$ cat src/rtl/sr_timer_scheduler.sv
// sr_timer_scheduler
//   Round-robin front end that shares one sr_timer_variable pulse timer among
//   N lamp channels. The winner's duration is loaded into T_TIME, the timer is
//   fired with T_S, and its T_OUT is routed back to the owner as LIGHT. ACK
//   marks completion. ERR marks a timer that did not start.
// Ports
//   CLK, RST      clock (rising edge), async active-high reset
//   REQ[N]        level requests, held until ACK; owner drop = abort
//   DUR[N*WIDTH]  per-channel duration, sampled at grant
//   GNT[N]        registered one-hot owner
//   ACK[N]        one-cycle completion pulse
//   LIGHT[N]      GNT gated by T_OUT (combinational)
//   ERR           one-cycle pulse, timer failed to start
//   T_S, T_R      timer start / sync clear pulses
//   T_TIME        timer duration, stable for the whole grant
//   T_OUT         timer output
module sr_timer_scheduler #(
  parameter int N     = 4,
  parameter int WIDTH = 8
) (
  input  logic                 CLK,
  input  logic                 RST,
  input  logic [N-1:0]         REQ,
  input  logic [N*WIDTH-1:0]   DUR,
  output logic [N-1:0]         GNT,
  output logic [N-1:0]         ACK,
  output logic [N-1:0]         LIGHT,
  output logic                 ERR,
  output logic                 T_S,
  output logic                 T_R,
  output logic [WIDTH-1:0]     T_TIME,
  input  logic                 T_OUT
);

  localparam int PW = (N > 1) ? $clog2(N) : 1;

  typedef enum logic [2:0] {IDLE, LOAD, ARM, BUSY, DONE} state_t;

  state_t           state, nxt;
  logic [PW-1:0]    ptr, idx, pick, idx_inc;
  logic [PW-1:0]    ptr_d, idx_d;
  logic [N-1:0]     gnt_d, ack_d;
  logic             err_d, ts_d, tr_d;
  logic [WIDTH-1:0] time_d, dur_pick;
  logic             own_req;

  // Winner is the set bit at the smallest rotation distance from ptr.
  function automatic logic [PW-1:0] rr_pick(input logic [N-1:0] r,
                                            input logic [PW-1:0] p);
    logic [PW-1:0] s;
    int            j;
    s = '0;
    for (int k = N - 1; k >= 0; k--) begin
      j = (int'(p) + k) % N;
      if (r[j]) s = PW'(j);
    end
    return s;
  endfunction

  assign pick     = rr_pick(REQ, ptr);
  assign dur_pick = DUR[int'(pick)*WIDTH +: WIDTH];
  assign idx_inc  = (idx == PW'(N - 1)) ? '0 : idx + PW'(1);
  assign own_req  = REQ[idx];
  assign LIGHT    = GNT & {N{T_OUT}};

  // Next state. An owner dropping REQ wins over every other condition
  // while the grant is live; DONE ignores REQ because completion is final.
  always_comb begin
    nxt = state;
    case (state)
      IDLE: if (!T_OUT && |REQ) nxt = LOAD;
      LOAD: if (!own_req) nxt = IDLE;
            else if (T_TIME == '0) nxt = DONE;
            else nxt = ARM;
      ARM:  if (!own_req || !T_OUT) nxt = IDLE;
            else nxt = BUSY;
      BUSY: if (!own_req) nxt = IDLE;
            else if (!T_OUT) nxt = DONE;
      DONE: nxt = IDLE;
      default: nxt = IDLE;
    endcase
  end

  // Next values of the registered outputs, all decided on the transition
  // so each pulse lands in the cycle of the state it belongs to.
  always_comb begin
    gnt_d  = GNT;
    ack_d  = '0;
    err_d  = 1'b0;
    ts_d   = 1'b0;
    tr_d   = 1'b0;
    time_d = T_TIME;
    ptr_d  = ptr;
    idx_d  = idx;
    case (state)
      IDLE: begin
        if (T_OUT) tr_d = 1'b1;            // stray timer run: clear it first
        else if (|REQ) begin
          idx_d  = pick;
          gnt_d  = N'(1) << pick;
          time_d = dur_pick;
          ts_d   = (dur_pick != '0);       // zero duration never fires the timer
        end
      end
      LOAD, ARM, BUSY: begin
        if (!own_req || (state == ARM && !T_OUT)) begin
          err_d = own_req;                 // timer failed, not an abort
          tr_d  = 1'b1;
          gnt_d = '0;
          ptr_d = idx_inc;
        end else if ((state == LOAD && T_TIME == '0) ||
                     (state == BUSY && !T_OUT)) begin
          ack_d = GNT;
        end
      end
      DONE: begin
        gnt_d = '0;
        ptr_d = idx_inc;
      end
      default: ;
    endcase
  end

  always_ff @(posedge CLK or posedge RST) begin
    if (RST) begin
      state  <= IDLE;
      ptr    <= '0;
      idx    <= '0;
      GNT    <= '0;
      ACK    <= '0;
      ERR    <= 1'b0;
      T_S    <= 1'b0;
      T_R    <= 1'b1;                      // keeps the timer cleared through reset
      T_TIME <= '0;
    end else begin
      state  <= nxt;
      ptr    <= ptr_d;
      idx    <= idx_d;
      GNT    <= gnt_d;
      ACK    <= ack_d;
      ERR    <= err_d;
      T_S    <= ts_d;
      T_R    <= tr_d;
      T_TIME <= time_d;
    end
  end

endmodule

$ cat config.mk
export PLATFORM = sky130hd
export DESIGN_NAME = sr_timer_scheduler
export DESIGN_NICKNAME = d
export VERILOG_FILES = /design/src/rtl/sr_timer_scheduler.sv
export SDC_FILE = /design/constraint.sdc
export NUM_CORES = 1
export LEC_CHECK = 0
export ABC_AREA = 0
export CAP_MARGIN = 5
export CORE_ASPECT_RATIO = 2
export CORE_MARGIN = 1.5
export CORE_UTILIZATION = 42
export DETAILED_ROUTE_END_ITERATION = 8
export HOLD_SLACK_MARGIN = 0.06
export PLACE_DENSITY = 0.79
export SYNTH_ARGS = -nofsm -noshare
export SYNTH_HDL_FRONTEND = slang
export SYNTH_SLANG_ARGS = --single-unit
$ cat constraint.sdc
create_clock -name CLK -period 2.4 [get_ports CLK]
set_input_delay 0.48 -clock CLK [delete_from_list [all_inputs] [get_ports CLK]]
set_output_delay 0.48 -clock CLK [all_outputs]
set_load 0.03 [all_outputs]
* After elaboration in Yosys (flattened, before gate mapping)
Index checks and enable logic that the tools add are counted.
** Cells by class
- Add/subtract/negate cells :: 4
- Multiply operators :: 0
- Divide/modulo/power cells :: 0
- Magnitude comparators :: 5
- Equality and inequality tests :: 10
- Shift-type cells :: 2
- Mux-type cells :: 42
- Bitwise operators :: 5
- Reduce and logical (&&, ||, !) cells :: 23
** Operators with widths (count)
- 32-bit by 6-bit indexed part select with 8-bit output :: 1
- 4-bit two-way mux :: 6
- 1-bit two-way mux :: 15
- 3-bit two-way mux :: 5
- 2-bit two-way mux :: 7
- 3-bit by 4-bit < comparator with 1-bit output, second input constant :: 3
- 3-bit one-hot mux with 4 select lines :: 1
- 4-bit one-hot mux with 3 select lines :: 1
- 1-bit binary-select mux with 2-bit select :: 5
- 8-bit zero test :: 1
- 2-bit != test, second input constant :: 4
- 8-bit nonzero test :: 1
- 3-bit by 2-bit equality test with 1-bit output, second input constant :: 2
- 2-bit by 3-bit < comparator with 1-bit output, second input constant :: 2
- 2-bit OR reduction :: 3
- 2-bit by 1-bit adder with 2-bit output, second input constant :: 2
- 2-bit adder, second input constant :: 2
- 4-bit AND :: 1
- 1-bit logical AND :: 4
- 2-bit one-hot mux with 2 select lines :: 1
- 2-bit AND reduction :: 2
- 4-bit AND reduction :: 1
- 4-bit OR reduction :: 1
- 1-bit by 2-bit << shifter with 4-bit output, first input constant :: 1
- other kinds (14) :: 19
** Storage, ports and cells
- Flip-flop bits (word level) :: 26
- Latch bits :: 0
- Bits in writable memories :: 0
- Memory bits (read-only) :: 0
- Input port bits :: 39
- Output and inout bits :: 23
- Logic and storage cells :: 100
- Memories :: 0

* Logic depth before layout (Yosys ltp)
- Word-level depth :: 15
- Gate-level depth with buffers :: 8
- Gate-level depth less buffers :: 7

* Worst setup path after synthesis
OpenSTA, ideal clock, no wires.
- Path type :: input port to flip-flop
- Start :: input port REQ[0]
- End :: register T_S
- Arrival :: 1667 ps
- Required time :: 2281 ps
- Path slack :: 615 ps
- Stages on the path :: 8
- Path through :: a21oi_2 -> o21a_1 -> o22ai_4 -> buf_8 -> mux2i_1 -> mux2_2 -> nand4_1 -> o21a_1
** Between the ends
- Word-level cells in the longest chain between the ends :: 12
- Elaborated cells on any way between the ends :: 21
- Those cells by class :: shift: 1; mux: 18; reduce/logical: 2
** RTL lines
- start: declaration :: line 23 : input logic [N-1:0] REQ,
- 1-bit binary-select mux with 2-bit select :: line 55 : if (r[j]) s = PW'(j);
- 1-bit two-way mux (implied by the code) (2 in a row) :: line 55
- 2-bit two-way mux (4 in a row) :: line 55
- 32-bit by 6-bit indexed part select with 8-bit output :: line 61 : assign dur_pick = DUR[int'(pick)*WIDTH +: WIDTH];
- 8-bit nonzero test :: line 102 : ts_d = (dur_pick != '0);
- 1-bit two-way mux (*) :: line 98 : else if (|REQ) begin
- 1-bit two-way mux (*) :: line 97 : if (T_OUT) tr_d = 1'b1;
- 1-bit two-way mux (*) :: line 95 : case (state)
- via ts_d :: line 43 : logic err_d, ts_d, tr_d;
- end signal: assignment :: line 142 : T_S <= ts_d;
- end: declaration :: line 29 : output logic T_S,
Mark *: on every way through the listed nets, which the timed path passes. The rest lies on a longest branch. The select of a mux whose other input is x is not followed.
A chain may end at the register's enable or synchronous reset.

* Worst setup path in the final report
- Start :: input port T_OUT
- End :: output port LIGHT[0]
** Between the ends
- Word-level cells in the longest chain between the ends :: 1
** RTL lines
- start: declaration :: line 32 : input logic T_OUT
- 4-bit AND :: line 64 : assign LIGHT = GNT & {N{T_OUT}};
- end: declaration :: line 27 : output logic [N-1:0] LIGHT,
No other way between the ends.

==> results.yml <==
place:
  hpwlAfterDp_mm: 3.29
  dp_cells: 243
  place_ws_ns: -0.115
  placed_area_um2: 2180
  portBuffers: 61
  gp_congestion: 0.847
clock_tree:
  cts_setup_buffers: 0
  clock_latency_ns: 0.27
  cts_resized: 0
  cts_tree: "built"
  cts_hold_buf: 0
  cts_made_buffers: 3
  path_clk_slew_ns: 0.08
  cts.path.max_buffers: 2
  cts-root-buf: "clkbuf_8"
  htree_levels: 1
  cts.sinks: 26
floorplan:
  dieArea_um2: 3900
  fp.coreArea_um2: 3380
  rows: 30
  ios: 62
  chipHeight_um: 86.8
  initial_utilization: 0.436
  die_x_um: 44.9
routing:
  viasPerCell: 5.53
  routed_wl_mm: 4.00
  drcViolationCount: 0
  wire_per_inst_um: 16.2
  ant_nets: 0
  drtIter0Drc: 18
  detail_route.first_pass.iterations: 4
  via_count: 1365
pwr:
  total_leakage_power_nw: 1.00
  powerDensity_nw_per_um2: 1120
  ir_drop_mv: 0.955
  totalPowerFinal_mw: 2.52
critical_path:
  critPathMaxFanout: 5
  reg2reg_to: "T_S$_DFF_PP0_"
  cp.required_ns: 1.92
  cp.arrival_ns: 1.82
  path_class: "in2out"
  ff2ff_path_depth: 8
  end_kind: "primary output"
  rrSetupSlack_ns: 0.36
  timing.rr.start: "ptr[1]$_DFFE_PP0P_"
  cp-start-kind: "input pin"
sta:
  setup_ws_ns: 0.0967
  worstMarginPinSlew_ns: 0.617
  fin_crit_sh: 0.960
  rsz0062_at_grt: "no"
  hold_violations: 0
  holdWs_ns: 0.526
  fmax_mhz: 434
  fin_crit_ns: 2.30
  finalSetupTns_ns: 0
  maxSlewViolCount: 0
  setup_viol: 0
  fin_worst_skew_ns: 0.00648
  relSlewSlack: 0.589
final_layout:
  final_nets: 256
  final-instance-count-excl-fill: 247
  fin_util: 0.667
  final_common_cell: "clkdlybuf4s50_1"
  multiInputGateArea_um2: 757
  fin_area_um2: 2250
  fillers: 259
  drive_above_1_share: 0.149
  final_cell_mix: "clkdlybuf4s50_1, dfrtp_1, nand2_1"
  seqCellArea_um2: 652
  area_delta_synth_final_pct: 52.8
  antenna_cells: 0
job:
  maxCapViolCount: 0
logic_synthesis:
  yosys_register_bits: 26
  syn_area_per_cell_um2: 10.1
  yosysWarnings: 0
  synthesis.nets: 186
  ys_types: 32
  netlist_area_um2: 1470
  synth-seq-area-share: 0.442
  syn_inst: 146
global_route:
  antenna_found_initial: 0
  grt_pass1_wl_mm: 6.49
  grt_max_degree: 20
  gr-total-overflow: 0
  grt_pass1_vias: 1441
  gr-usage-all-layers: 0.225
worst_hold_path:
  whs_endpoint: "T_TIME[3]$_DFFE_PP0P_"
  hp-start: "T_TIME[3]$_DFFE_PP0P_"
  holdPathStages: 2
  hp-class: "reg2reg"
status:
  outcome: "completed"
synthesized netlist by cell type (all sizes together):
cell type | count | area share
a211oi | 1 | 0.0051
nand3b | 1 | 0.0051
dfrtp | 25 | 0.42
nand4 | 2 | 0.0085
and2 | 9 | 0.038
mux4 | 1 | 0.015
nor2 | 7 | 0.018
mux2 | 10 | 0.076
inv | 3 | 0.0076
o22ai | 1 | 0.014
a21oi | 4 | 0.016
o31ai | 2 | 0.010
ha | 1 | 0.0085
nor3 | 4 | 0.017
nand3 | 1 | 0.0034
a22o | 1 | 0.0059
o21ai | 14 | 0.048
a32o | 1 | 0.0068
dfstp | 1 | 0.018
o21a | 2 | 0.010
o32a | 1 | 0.0068
mux2i | 17 | 0.12
a22oi | 1 | 0.0051
nand2 | 20 | 0.051
nor4 | 3 | 0.013
buf | 3 | 0.021
clkbuf | 6 | 0.015
nand2b | 4 | 0.017
cell families after synthesis:
kind of cell | share of synthesized area
simple gates | 0.171
compound gates | 0.127
mux | 0.207
flops | 0.442
buf+inv | 0.0441
fa+ha+maj | 0.00849
worst max-delay path, stage by stage:
cell and delay (ns):
clkdlybuf4s50_1 0.52, and2_1 0.14, clkdlybuf4s50_1 0.67
final cells by class:
type,count,area share
clock inverter,1,0.0133
inverter,3,0.00500
multi-input combinational,108,0.336
sequential,26,0.289
timing repair buffer,74,0.320
tap,32,0.0178
clock buffer,3,0.0183
registers in the layout, summed over array words and instances, names as in the netlist:
register and count:
ACK 4, ERR 1, GNT 4, T_R 1
T_S 1, T_TIME 8, idx 2, ptr 2
state 3
report_power, final:
group	total [mW]	switching (mW)	internal, mW
clock	0.359	0.136	0.223
combinational	1.38	0.721	0.664
sequential	0.781	0.174	0.606
worst max-delay path by stage:
stage | start | endpoint | cells after the start
after floorplan | REQ[0] | T_S$_DFF_PP0_ | 8
after global placement | REQ[0] | T_S$_DFF_PP0_ | 9
after detailed placement | REQ[0] | T_S$_DFF_PP0_ | 9
after CTS | T_OUT | LIGHT[0] | 3
after global routing | T_OUT | LIGHT[0] | 3
final | T_OUT | LIGHT[0] | 3
routing by layer:
metal  track usage  routed length, um
met2         0.435               2420
met4        0.0882                106
met5             0                  0
met1         0.223               1340
met3        0.0313                130
Power figures use the tool's default switching activity.
